[src/rtl/jtframe_dump_pkg.sv]
// Shared types and default widths for the jtframe trace capture scheduler.
package jtframe_dump_pkg;
    localparam int DW_DEF = 16;
    localparam int AW_DEF = 10;
    localparam int FW_DEF = 16;

    typedef enum logic [2:0] {IDLE, WAIT_DL, ARMED, CAPTURE, DONE} dump_state_t;
    typedef enum logic [1:0] {RD_IDLE, RD_ADDR, RD_DATA} rd_state_t;
endpackage

[src/rtl/jtframe_dump_frmcnt.sv]
// Frame counter: counts falling edges of vertical sync, cleared when a ROM download ends.
module jtframe_dump_frmcnt
    import jtframe_dump_pkg::*;
#(
    parameter int FW = FW_DEF
)(
    input  logic          clk,
    input  logic          rst,
    input  logic          vs,
    input  logic          downloading,
    output logic          vs_fall,
    output logic [FW-1:0] frame_cnt
);
    logic vs_p1;
    logic dl_p1;
    logic dl_fall;

    assign vs_fall = vs_p1 & ~vs;
    assign dl_fall = dl_p1 & ~downloading;

    always_ff @(posedge clk) begin
        if (rst) begin
            vs_p1     <= 1'b0;
            dl_p1     <= 1'b0;
            frame_cnt <= '0;
        end else begin
            vs_p1 <= vs;
            dl_p1 <= downloading;
            // The end of a download restarts frame numbering even if a frame ends in the same cycle
            if (dl_fall)
                frame_cnt <= '0;
            else if (vs_fall)
                frame_cnt <= frame_cnt + FW'(1);
        end
    end
endmodule

[src/rtl/jtframe_dump_sched.sv]
// Trace capture scheduler: opens a window at a chosen frame, writes probe samples to an
// external BRAM, then streams the captured words out through a req/ack readout.
module jtframe_dump_sched
    import jtframe_dump_pkg::*;
#(
    parameter int DW = DW_DEF,
    parameter int AW = AW_DEF,
    parameter int FW = FW_DEF
)(
    input  logic          clk,
    input  logic          rst,
    input  logic          vs,
    input  logic          downloading,
    input  logic          cen,
    input  logic          arm,
    input  logic [FW-1:0] start_frame,
    input  logic [FW-1:0] nframes,
    input  logic [DW-1:0] probe,
    output logic          buf_we,
    output logic [AW-1:0] buf_addr,
    output logic [DW-1:0] buf_din,
    input  logic [DW-1:0] buf_dout,
    input  logic          rd_req,
    output logic          rd_ack,
    output logic [DW-1:0] rd_data,
    output logic [FW-1:0] frame_cnt,
    output logic          busy,
    output logic          done,
    output logic          ovf,
    output logic [AW:0]   used
);
    localparam logic [AW:0] LAST = {1'b0, {AW{1'b1}}};

    dump_state_t   state;
    rd_state_t     rd_st;
    logic [AW:0]   rp;
    logic [FW-1:0] win_cnt;
    logic [FW-1:0] win_nx;
    logic [FW-1:0] frame_nx;
    logic          vs_fall;

    jtframe_dump_frmcnt #(.FW(FW)) u_frmcnt (
        .clk        (clk),
        .rst        (rst),
        .vs         (vs),
        .downloading(downloading),
        .vs_fall    (vs_fall),
        .frame_cnt  (frame_cnt)
    );

    assign frame_nx = frame_cnt + FW'(1);
    assign win_nx   = win_cnt + FW'(1);
    assign busy     = (state == ARMED) || (state == CAPTURE);
    assign done     = (state == DONE);

    always_ff @(posedge clk) begin
        if (rst) begin
            state    <= IDLE;
            rd_st    <= RD_IDLE;
            rp       <= '0;
            win_cnt  <= '0;
            used     <= '0;
            ovf      <= 1'b0;
            buf_we   <= 1'b0;
            buf_addr <= '0;
            buf_din  <= '0;
            rd_ack   <= 1'b0;
            rd_data  <= '0;
        end else begin
            buf_we <= 1'b0;
            rd_ack <= 1'b0;
            if (arm) begin
                // A new session from any state; a finished buffer keeps its last address
                state <= WAIT_DL;
                rd_st <= RD_IDLE;
                rp    <= '0;
                used  <= '0;
                ovf   <= 1'b0;
                if (state != DONE) buf_addr <= '0;
            end else begin
                case (state)
                    WAIT_DL: if (!downloading) state <= ARMED;
                    ARMED: begin
                        if (downloading)
                            state <= WAIT_DL;
                        else if (vs_fall && frame_nx == start_frame) begin
                            state   <= CAPTURE;
                            win_cnt <= '0;
                        end
                    end
                    CAPTURE: begin
                        if (downloading) begin
                            state <= WAIT_DL;
                            ovf   <= 1'b0;
                        end else begin
                            if (cen) begin
                                buf_we   <= 1'b1;
                                buf_din  <= probe;
                                buf_addr <= used[AW-1:0];
                                used     <= used + (AW+1)'(1);
                                if (used == LAST) begin
                                    ovf   <= 1'b1;
                                    state <= DONE;
                                end
                            end
                            if (vs_fall) begin
                                win_cnt <= win_nx;
                                if (nframes != '0 && win_nx == nframes) state <= DONE;
                            end
                        end
                    end
                    DONE: begin
                        // Readout: address, BRAM latency, then data capture
                        case (rd_st)
                            RD_IDLE: if (rd_req && rp != used) begin
                                buf_addr <= rp[AW-1:0];
                                rd_st    <= RD_ADDR;
                            end
                            RD_ADDR: rd_st <= RD_DATA;
                            RD_DATA: begin
                                rd_ack  <= 1'b1;
                                rd_data <= buf_dout;
                                rp      <= rp + (AW+1)'(1);
                                rd_st   <= RD_IDLE;
                            end
                            default: rd_st <= RD_IDLE;
                        endcase
                    end
                    default: state <= IDLE;
                endcase
            end
        end
    end
endmodule
[config.mk]
export PLATFORM = sky130hd
export DESIGN_NAME = jtframe_dump_sched
export DESIGN_NICKNAME = d
export VERILOG_FILES = /design/src/rtl/jtframe_dump_pkg.sv /design/src/rtl/jtframe_dump_frmcnt.sv /design/src/rtl/jtframe_dump_sched.sv
export SDC_FILE = /design/constraint.sdc
export NUM_CORES = 1
export LEC_CHECK = 0
export BUFFER_PORTS_ARGS = -buffer_cell sky130_fd_sc_hd__buf_2
export CORE_MARGIN = 3
export CORE_UTILIZATION = 53
export DETAILED_ROUTE_END_ITERATION = 8
export PLACE_DENSITY = 0.87
export REMOVE_ABC_BUFFERS = 1
export SKIP_LAST_GASP = 1
export SLEW_MARGIN = 20
export SYNTH_ARGS = -nofsm -noshare
export SYNTH_HDL_FRONTEND = slang
export SYNTH_SLANG_ARGS = --single-unit
[constraint.sdc]
create_clock -name clk -period 2.8 [get_ports clk]
set_input_delay 0.56 -clock clk [delete_from_list [all_inputs] [get_ports clk]]
set_output_delay 0.56 -clock clk [all_outputs]
set_load 0.02 [all_outputs]
# Yosys cells after proc, flatten, opt, wreduce, memory -nomap -nowiden
# Cells that the tools add are included.
# Widths: inputs -> output; s select.
[word_totals]
romBits = 0
register_bits = 106
latchBits = 0
output_inout_bits = 74
ram_bits = 0
memories = 0
[op_classes]
n_mul = 0
div = 0
n_reduce_logical = 24
muxes = 29
n_shift = 0
eq_ne = 26
n_bitwise = 7
n_lt_le_gt_ge = 0
addsub = 4
[ops]
columns = ["operator", "n"]
rows = [
  ["$mux 16", 4],
  ["$mux 10", 6],
  ["$add 16x1->16 const B", 2],
  ["$eq 16x16->1", 2],
  ["$pmux 16 s2", 1],
  ["$mux 3", 8],
  ["$add 11x1->11 const B", 2],
  ["$pmux 10 s2", 1],
  ["$reduce_bool 16->1", 1],
  ["$reduce_and 3->1", 5],
  ["$ne 2x2->1 const B", 6],
  ["$ne 3x3->1 const B", 4],
  ["$pmux 3 s4", 1],
  ["$reduce_and 6->1", 2],
  ["$eq 11x10->1 const B", 1],
  ["$ne 11x11->1", 1],
  ["$ne 3x2->1 const B", 3],
  ["$eq 3x2->1 const B", 2],
  ["$mux 1", 6],
  ["$reduce_bool 2->1", 3],
  ["$not 1->1", 5],
  ["$ne 2x1->1 const B", 2],
  ["$ne 4x3->1 const B", 1],
  ["$pmux 2 s2", 1],
  ["15 further kinds", 20],
]

# Depth between registers and ports, before layout
# Gate-level depths: netlist of run 1.
[logic_depth]
ltp_word = 8
ltp_mapped = 9

# By module
# From an unflattened synthesis of run 1, not the netlist that was laid out.
[unflattened]
cells_unflattened = 726
area_unflattened_um2 = 5804.3
[by_module_without_submodules]
columns = ["module", "seq_area_each_um2", "instances", "cells_each", "area_each_um2"]
rows = [
  ["jtframe_dump_sched", 1761.7, 1, 636, 5029.8],
  ["jtframe_dump_frmcnt", 360.3, 1, 90, 774.5],
]

# Worst setup path after synthesis of run 1
# No wires, ideal clock.
[synth_path]
kind = "flip-flop to flip-flop"
start = "register u_frmcnt.frame_cnt[0]"
end = "register win_cnt[1]"
path_slack_ps = 524
t_arrival_ps = 2205
setup_time_ps = 72
stages_incl_launch_ff = 9
n_path_buf = 0
t_required_ps = 2728
path_cell_list = "dfxtp_1 ha_1 nand3_1 nor4_1 xnor2_1 nor4_2 nand4_2 o21ai_2 mux2i_1"
[synth_between]
elab_chain_len = 5
[synth_rtl]
columns = ["item", "line_no", "rtl"]
rows = [
  ["start, declared", "jtframe_dump_frmcnt.sv:12", "output logic [FW-1:0] frame_cnt"],
  ["start signal, assigned", "jtframe_dump_frmcnt.sv:33", "frame_cnt <= frame_cnt + FW'(1);"],
  ["$add 16x1->16", "jtframe_dump_sched.sv:51", "assign frame_nx = frame_cnt + FW'(1);"],
  ["$eq 16x16->1", "jtframe_dump_sched.sv:86", "else if (vs_fall && frame_nx == start_frame) begin"],
  ["$logic_and 1x1->1", "jtframe_dump_sched.sv:86", ""],
  ["$ne 2x1->1 (no line)", "--", ""],
  ["$reduce_and 6->1 (no line)", "--", ""],
  ["end signal, assigned", "jtframe_dump_sched.sv:107", "win_cnt <= win_nx;"],
  ["end, declared", "jtframe_dump_sched.sv:37", "logic [FW-1:0] win_cnt;"],
]
# Every way passes these cells.
# A chain may end at the register's enable or synchronous reset.

# Final worst setup path of run 1
[layout_path]
start = "register win_cnt[1]"
end = "register state[0]"
[layout_between]
elab_chain_len = 8
[layout_rtl]
columns = ["item", "line_no", "rtl"]
rows = [
  ["$add 16x1->16", "jtframe_dump_sched.sv:52", "assign win_nx = win_cnt + FW'(1);"],
  ["$eq 16x16->1", "jtframe_dump_sched.sv:108", "if (nframes != '0 && win_nx == nframes) state <= DONE;"],
  ["$logic_and 1x1->1", "jtframe_dump_sched.sv:108", ""],
  ["$mux 3", "jtframe_dump_sched.sv:108", ""],
  ["$mux 3", "jtframe_dump_sched.sv:106", "if (vs_fall) begin"],
  ["$mux 3", "jtframe_dump_sched.sv:92", "if (downloading) begin"],
  ["$pmux 3 s4", "jtframe_dump_sched.sv:81", "case (state)"],
  ["$mux 1", "jtframe_dump_sched.sv:72", "if (arm) begin"],
  ["end signal, assigned", "jtframe_dump_sched.sv:74", "state <= WAIT_DL;"],
  ["end signal, assigned", "jtframe_dump_sched.sv:82", "WAIT_DL: if (!downloading) state <= ARMED;"],
  ["end signal, assigned", "jtframe_dump_sched.sv:93", "state <= WAIT_DL;"],
  ["end, declared", "jtframe_dump_sched.sv:34", "dump_state_t state;"],
]
# Every way passes these cells.

==> reports/metrics.yaml, run 1 <==
coreArea_sq_um: 10000
clkLatencyLatePin_ps: 370
numCtsBuffers: 9
first_pass_iters: 5
cap_violations: 0
ctsResizeCount: 0
rows: 36
layout_common_cells: "nand2_1 (146), buf_2 (144), dfxtp_1 (106)"
htree_num_levels: 3
dpl_worst_slack_ps: 264
layout.cells.non_filler: 982
fillers: 925
cts_sinks: 106
gr-total-overflow: 0
boundaryPins: 145
min_path_type: "input pin to flop"
required_ps: 3060
hpwlAfterDp_mm: 10.6
setup_ws_ps: 206
cts_tree: "done"
utilization_pct: 65.6
drtAntennaViolNets: 0
power.density_nw_per_um2: 396
nNetsFinal: 919
via_per_inst: 5.57
numPortBuffers: 144
die_h_microns: 109
ys_async_sr_fraction_pct: 0
cts_setup_buffers: 0
antenna_cells: 0
antenna_found_initial: 1
drc: 0
grt_pass1_vias: 4852
dp_cells: 966
syn_to_final_growth_pct: 17.3
drtIter0Drc: 328
rsz0062_at_grt: "no"
die_x_microns: 109
hold_viol: 0
crit_path_start_kind: "flop"
drv_slew: 0
grt_max_degree: 30
ys_types: 67
setup_viol: 0
cts_hold_buf: 0
finalSetupTns_ps: 0
status: "completed"
crit_type: "flop to flop"
synth_edf_count: 0
period_share_pct: 92.6
grtUsageTotal_pct: 23.3
synth-seq-area-share_pct: 37.8
avgSynthCellArea_sq_um: 7.80
worstMarginPinSlew_ps: 685
vias: 5470
path_clk_slew_ps: 110
start_util_pct: 55.9
multiInputGateArea_sq_um: 3270
clockBufferDepth: 2
worstPathArrival_ps: 2850
leakage_nw: 2.63
mostFrequentLayoutCell: "nand2_1"
peakVddDrop_uv: 305
gp_congestion: 0.914
layout-drive-gt1-share_pct: 22.0
synth_seq_cells: 106
relSlewSlack_pct: 54.3
finClkSkew_ps: 14.0
timing.final.crit_period_ps: 2590
wl_per_cell_microns: 14.3
fmax_mhz: 386
cp_max_fo: 8
yosysWarnings: 0
grt_pass1_wl_mm: 22.7
drt-total-wl_mm: 14.1
synth_ff_type: "dfxtp_1"
cts.root.buffer_cell: "clkbuf_8"
seq_area_sq_um: 2120
syn_area_sq_um: 5620
end_kind: "flop"
synth_cells: 720
die-area_sq_um: 11900
## synthesized netlist by cell type, types with 3 or more instances
cell type    n  area [sq um]
nand2_1    146           548
dfxtp_1    106          2120
a21oi_1     71           355
nor2_1      48           180
xor2_1      41           359
xnor2_1     39           342
clkbuf_1    27           101
nand3_1     25           125
nor3_1      21           105
o21ai_0     19          95.1
nand4_1     18           113
nor4_1      15          93.8
a211o_1     11          96.3
buf_2       10          50.1
or3_1       10          62.6
inv_1        9          33.8
and3_1       8          50.1
a31oi_1      7          43.8
nand2b_1     7          43.8
nor2b_1      7          43.8
nor3b_1      6          45.0
and4_1       4          35.0
ha_1         4          50.1
nand3b_1     3          22.5
o211ai_1     3          22.5
o32ai_1      3          26.3
## sequential cells by signal (all words and copies together) (netlist names)
register,flops
buf_addr,10
buf_din,16
buf_we,1
ovf,1
rd_ack,1
rd_data,16
rd_st,2
rp,11
state,3
u_frmcnt.dl_p1,1
u_frmcnt.frame_cnt,16
u_frmcnt.vs_p1,1
used,11
win_cnt,16
## cells by family (layout without fill, tap and decap cells)
group	after synthesis	in the layout	share of synthesized area, %
flip-flops	106	106	37.8
AND/OR/NAND/NOR	337	337	29.3
adder cells (fa/ha/maj)	4	4	0.891
XOR/XNOR	81	81	12.8
AO/OA/AOI/OAI	137	137	14.9
buffers and inverters	53	182	4.07
multiplexers	2	2	0.356
## area by class of cell
class | instances | share of cell area (%)
clock inverter | 7 | 0.892
inverter | 9 | 0.513
clock buffer | 9 | 1.88
timing repair buffer | 157 | 12.4
tap | 133 | 2.52
multi-input combinational | 561 | 49.6
sequential | 106 | 32.2
## worst max-delay path, stage by stage, from the launching register on
cell	delay (ps)
dfxtp_1	430
ha_1	260
nand3_1	280
nor4_1	550
xnor2_1	170
nand4_1	120
a2111oi_2	280
a31oi_2	170
a31o_1	230
## routing by layer
metal  vias up  GRT usage (%)  share of wire, %
li1       2746              -                 -
met1      2501           31.5                45
met2       201           38.9                46
met3        20           3.67               7.5
met4         2           6.40               1.2
met5         -              0             0.099
## worst paths after layout
path	startpoint	end	slack, ps	cells after the start
max reg2reg	win_cnt[1]	state[0]	210	8
max	win_cnt[1]	state[0]	210	8
min reg2reg	buf_addr[5]	buf_addr[5]	450	2
min	probe[0]	buf_din[0]	420	3
## where the power goes
group / leakage (nW) / switching (mW) / internal, mW
Clock: 0.0925 / 0.562 / 0.340
Combinational: 1.68 / 0.112 / 0.0823
Sequential: 0.854 / 0.00302 / 1.51
Total: 2.63 / 0.677 / 1.93
## through the flow
stage	hold slack (ps)	cell area [sq um]	power, mW
after floorplan	457	5420	1.63
after global placement	436	6410	1.74
after detailed placement	441	6410	1.74
after CTS	406	6590	2.63
after global routing	409	6590	2.70
final	417	6590	2.61
(Power assumes the default switching activity.)
==> inputs of run 2 (changes only) <==
==> constraint.sdc (replaced) <==
create_clock -name clk -period 2.7 [get_ports clk]
set_input_delay 0.54 -clock clk [delete_from_list [all_inputs] [get_ports clk]]
set_output_delay 0.54 -clock clk [all_outputs]
set_load 0.02 [all_outputs]
==> run 2 against run 1 <==
Sequential share of layout area is 0.45 points lower. Sequential power is 4% higher. Largest cell class unchanged. Sequential cell count stayed put. Hold slack worse by 35 ps. Highest routed layer is now met4. Non-clock buffer count is 8 higher. Clock skew is 0.82 ps higher. Register-to-register slack hardly changed. First-iteration DRC count is 7.3% lower. Cell count is 0.81% higher.
==> reports/metrics.yaml, run 2 (same netlist as run 1, synthesis figures left out) <==
setup_viol: 0
numCtsBuffers: 9
clockBufferDepth: 2
via_per_inst: 5.62
drc: 0
rsz0062_at_grt: "no"
required_ps: 2160
grt_pass1_vias: 4792
fillers: 890
power.density_nw_per_um2: 411
timing.final.crit_period_ps: 2550
hold_viol: 0
status: "completed"
boundaryPins: 145
finalSetupTns_ps: 0
relSlewSlack_pct: 52.5
die_h_microns: 109
first_pass_iters: 5
dp_cells: 974
drt-total-wl_mm: 14.3
crit_path_start_kind: "flop"
seq_area_sq_um: 2120
cts_tree: "done"
mostFrequentLayoutCell: "nand2_1"
coreArea_sq_um: 10000
grt_pass1_wl_mm: 22.6
cts.root.buffer_cell: "clkbuf_8"
cp_max_fo: 12
layout-drive-gt1-share_pct: 22.9
drtIter0Drc: 304
path_clk_slew_ps: 110
nNetsFinal: 927
vias: 5568
drv_slew: 0
htree_num_levels: 3
min_path_type: "input pin to flop"
rows: 36
worstPathArrival_ps: 2010
cpMaxStageDelayCell: "or3b_1"
die_x_microns: 109
peakVddDrop_uv: 350
reg2reg_depth: 8
cpPeakStageDelay_ps: 490
clkLatencyLatePin_ps: 380
period_share_pct: 94.6
crit_type: "flop to output pin"
syn_to_final_growth_pct: 19.0
layout.cells.non_filler: 990
grtUsageTotal_pct: 23.4
holdPathStages: 3
numPortBuffers: 144
grt_max_degree: 50
placed_cell_area_sq_um: 6470
hpwlAfterDp_mm: 10.5
end_kind: "output pin"
hold_ws_ps: 382
worstMarginPinSlew_ps: 712
cap_violations: 0
path_cells: "or3b_1 > buf_4 > inv_1 > buf_2"
die-area_sq_um: 11900
multiInputGateArea_sq_um: 3280
cts_setup_buffers: 0
final_cell_area_sq_um: 6690
finClkSkew_ps: 14.8
antenna_found_initial: 0
leakage_nw: 2.68
wl_per_cell_microns: 14.4
gp_congestion: 0.918
drtAntennaViolNets: 0
gr-total-overflow: 0
cts_sinks: 106
start_util_pct: 55.9
fmax_mhz: 391
antenna_cells: 0
layout_common_cells: "nand2_1 (146), buf_2 (144), dfxtp_1 (106)"
==> run 2: cell count changes in the layout (fill, tap and decap cells not counted) <==
| cell | before | now |
|---|---|---|
| nand4_4 | 1 | 2 |
| clkinv_2 | 1 | 0 |
| inv_6 | 3 | 2 |
| nor4_2 | 1 | 2 |
| clkinv_8 | 0 | 2 |
| nor4_1 | 15 | 14 |
| buf_4 | 13 | 21 |
| nand4_2 | 1 | 0 |
==> run 2: critical path: cells and delay by family (launching register included) <==
family | cells | cell delay [ps]
buffers and inverters | 3 | 760
flip-flops | 1 | 380
AND/OR/NAND/NOR | 1 | 490
==> run 2: through the flow <==
stage,worst slack [ps],power (mW),util (%)
2_1_floorplan,385,1.69,-
5_1_grt,16.4,2.85,66.6
3_5_place_dp,168,1.81,64.4
3_3_place_gp,260,1.80,64.4
6_report,145,2.75,66.6
4_1_cts,134,2.78,66.4
==> run 2: final timing paths <==
kind | slack, ps | start | to
setup / recovery | 150 | state[2] | done
hold / removal | 380 | probe[2] | buf_din[2]
setup reg to reg | 200 | u_frmcnt.frame_cnt[1] | win_cnt[1]
hold reg to reg | 460 | buf_addr[5] | buf_addr[5]
==> run 2: power breakdown <==
group / switching (mW) / leakage [nW] / internal [mW]
combinational: 0.118 / 1.73 / 0.0861
sequential: 0.00262 / 0.854 / 1.57
clock: 0.610 / 0.0979 / 0.366
total: 0.731 / 2.68 / 2.02
==> run 2: what timing repair did <==
item,4_1_cts,5_1_grt
gates resized for setup,0,2
hold buffers,0,0
setup endpoints to repair,0,6
==> run 2: layout make-up <==
type	instances	area share, %
Clock buffer	9	1.85
Clock inverter	7	1.16
Inverter	9	0.505
Multi-Input combinational cell	561	49.1
Sequential cell	106	31.7
Tap cell	133	2.49
Timing Repair Buffer	165	13.1
==> run 2: per-layer routing <==
metal | track usage, % | up-vias | wire, microns
met5 | 0 | - | 0
met4 | 6.76 | 0 | 242
met1 | 30.9 | 2541 | 6130
met2 | 39.6 | 240 | 6750
li1 | - | 2759 | -
met3 | 3.67 | 28 | 1170
==> inputs of run 3 (changes only) <==
--- a/config.mk
+++ b/config.mk
@@ -6,13 +6,16 @@
 export NUM_CORES = 1
 export LEC_CHECK = 0
 export BUFFER_PORTS_ARGS = -buffer_cell sky130_fd_sc_hd__buf_2
+export CAP_MARGIN = 20
 export CORE_MARGIN = 3
-export CORE_UTILIZATION = 53
+export CORE_UTILIZATION = 54
 export DETAILED_ROUTE_END_ITERATION = 8
-export PLACE_DENSITY = 0.87
+export PLACE_DENSITY = 0.88
+export RECOVER_POWER = 50
 export REMOVE_ABC_BUFFERS = 1
 export SKIP_LAST_GASP = 1
 export SLEW_MARGIN = 20
 export SYNTH_ARGS = -nofsm -noshare
 export SYNTH_HDL_FRONTEND = slang
+export SYNTH_HIERARCHICAL = 1
 export SYNTH_SLANG_ARGS = --single-unit
==> run 3 against run 2 <==
Sequential power barely moved. Global-route usage up 1.5 points. Clock power decreased by 2.3%. Maximum frequency increased by 1.1%. Clock-buffer cell count unchanged. Register-to-register slack worse by 30 ps. Sequential cell count did not move. Area after synthesis is 3.3% higher. Largest power group unchanged. Non-clock buffer count rose by 13.
==> reports/metrics.yaml, run 3 <==
hpwlAfterDp_mm: 11.7
grt_pass1_vias: 5052
relSlewSlack_pct: 34.4
yosys-top-cells-area: "dfxtp_1 (37%), nand2_1 (8.5%), xor2_1 (6.2%), a21oi_1 (5.9%), xnor2_1 (5.0%)"
cp_top_family: "simple AND/OR/NAND/NOR gates"
drt-total-wl_mm: 15.6
cp_max_fo: 7
cpPeakStageDelay_ps: 560
timing.rr.end: "state[1]"
layout-drive-gt1-share_pct: 17.6
layout.cells.non_filler: 1019
cap_violations: 0
gr-total-overflow: 0
layout_common_cells: "nand2_1 (132), dfxtp_1 (105), buf_2 (76)"
antenna_found_initial: 1
finalSetupTns_ps: 0
nNetsFinal: 953
p_total_mw: 2.72
hold_ws_ps: 388
drc: 0
grt_pass1_wl_mm: 24.4
min_path_type: "input pin to flop"
crit_path_start_kind: "flop"
synth_top_cell_by_area: "dfxtp_1"
numPortBuffers: 144
power.density_nw_per_um2: 396
drv_slew: 0
drtAntennaViolNets: 0
htree_num_levels: 3
first_pass_iters: 5
ys_types: 67
reg2reg_depth: 9
status: "completed"
die_x_microns: 110
ys_async_sr_fraction_pct: 0
synth_common_cells: "nand2_1 (132), dfxtp_1 (106), a21oi_1 (69)"
syn_area_sq_um: 5800
path_cells: "ha_2 > nand3_2 > or4_4 > xnor2_1 > nor2_1 > o2111a_1 > a41o_1 > mux2_4 > nor4_2"
syn_to_final_growth_pct: 18.6
boundaryPins: 145
finClkSkew_ps: 12.3
clkLatencyLatePin_ps: 370
worstPathArrival_ps: 2810
synth-seq-area-share_pct: 36.6
rows: 37
setup_viol: 0
clockBufferDepth: 2
synth_top_cell_area_share_pct: 36.6
die_h_microns: 110
crit_path_end: "state[1]"
grtUsageTotal_pct: 24.9
path_clk_slew_ps: 110
start_util_pct: 56.0
gp_congestion: 0.921
timing.final.crit_period_ps: 2530
crit_type: "flop to flop"
worstMarginPinSlew_ps: 981
peakVddDrop_uv: 252
via_per_inst: 5.78
wl_per_cell_microns: 15.3
end_kind: "flop"
synth_edf_count: 0
holdPathStages: 3
utilization_pct: 66.4
required_ps: 2980
period_share_pct: 93.6
yosysWarnings: 6
drtIter0Drc: 421
dp_cells: 1000
cts_sinks: 106
cts_tree: "done"
synth_ff_type: "dfxtp_1"
fmax_mhz: 396
cpMaxStageDelayCell: "or4_4"
numCtsBuffers: 9
r2r_setup_slack_ps: 170
grt_max_degree: 49
vias: 5886
mostFrequentLayoutCell: "nand2_1"
r2r_start: "win_cnt[1]"
leakage_nw: 2.49
yosysMostFrequentCell: "nand2_1"
crit_buf_inv: 0
crit_start: "win_cnt[1]"
cts.root.buffer_cell: "clkbuf_8"
hold_viol: 0
synth_cells: 726
coreArea_sq_um: 10400
avgSynthCellArea_sq_um: 7.99
synth_seq_cells: 106
path_depth: 9
die-area_sq_um: 12000
-- run 3: cell types whose count changed in the layout (fill, tap and decap cells not counted), sizes merged, moves of 5 or more --
cell    change
nand2      -15
inv         +5
nor2       +17
buf        -60
nor3       -10
nand4       -5
clkbuf     +73
xnor2       -7
a311oi     +11
o21ai       +7
-- run 3: layout make-up --
cell class | count | area, sq um
clock inverters | 7 | 70.1
inverters | 12 | 45.0
well taps | 136 | 170
flip-flops and latches | 106 | 2120
fillers | 922 | 3490
clock buffers | 9 | 124
diodes | 1 | 2.50
repair buffers | 178 | 885
multi-input cells | 570 | 3460
-- run 3: power by group --
part / total, mW / internal (mW) / switching (mW)
clock: 0.954 / 0.363 / 0.591
sequential: 1.57 / 1.57 / 0.00441
combinational: 0.199 / 0.0854 / 0.114
total: 2.72 / 2.02 / 0.709
-- run 3: kinds of logic (layout without fill, tap and decap cells) --
family / count (synthesis) / in the layout / share of synthesized area, %
flip-flops: 106 / 106 / 36.6
other: 0 / 1 / 0
XOR/XNOR: 74 / 74 / 11.2
adder cells (fa/ha/maj): 5 / 5 / 1.08
buffers and inverters: 50 / 206 / 4.35
AND/OR/NAND/NOR: 334 / 334 / 29.1
multiplexers: 8 / 8 / 1.51
AO/OA/AOI/OAI: 149 / 149 / 16.2
-- run 3: routing by layer --
metal  wire, microns  up-vias  GRT usage, %
met4             256        0          6.77
li1                -     2867             -
met3            1010       23          3.88
met5               0        -             0
met1            6640     2797          34.4
met2            7660      199          40.6
-- run 3: timing repair --
action	in CTS	in global routing
gates resized for setup	0	10
hold buffers	0	0
setup endpoints to repair	0	18
setup buffers	0	2
-- run 3: worst min-delay path by stage --
stage,start,end,slack [ps]
detailed placement,buf_din[6],buf_din[6],440
CTS,buf_dout[15],rd_data[15],380
finish,buf_dout[6],rd_data[6],390
global route,buf_dout[5],rd_data[5],380
floorplan,state[2],state[1],440
global placement,buf_addr[3],buf_addr[3],440
-- run 3: through the flow --
step           setup slack (ps)  area, sq um
6_report                    172         6880
2_1_floorplan               117         5600
3_3_place_gp                152         6740
5_1_grt                   -17.2         6880
3_5_place_dp                123         6740
4_1_cts                     123         6930
-- run 3: worst register-to-register path, cell delays in order (launching register included) --
cell	delay, ps
dfxtp_1	420
ha_2	300
nand3_2	110
or4_4	560
xnor2_1	170
nor2_1	70
o2111a_1	130
a41o_1	280
mux2_4	270
nor4_2	120
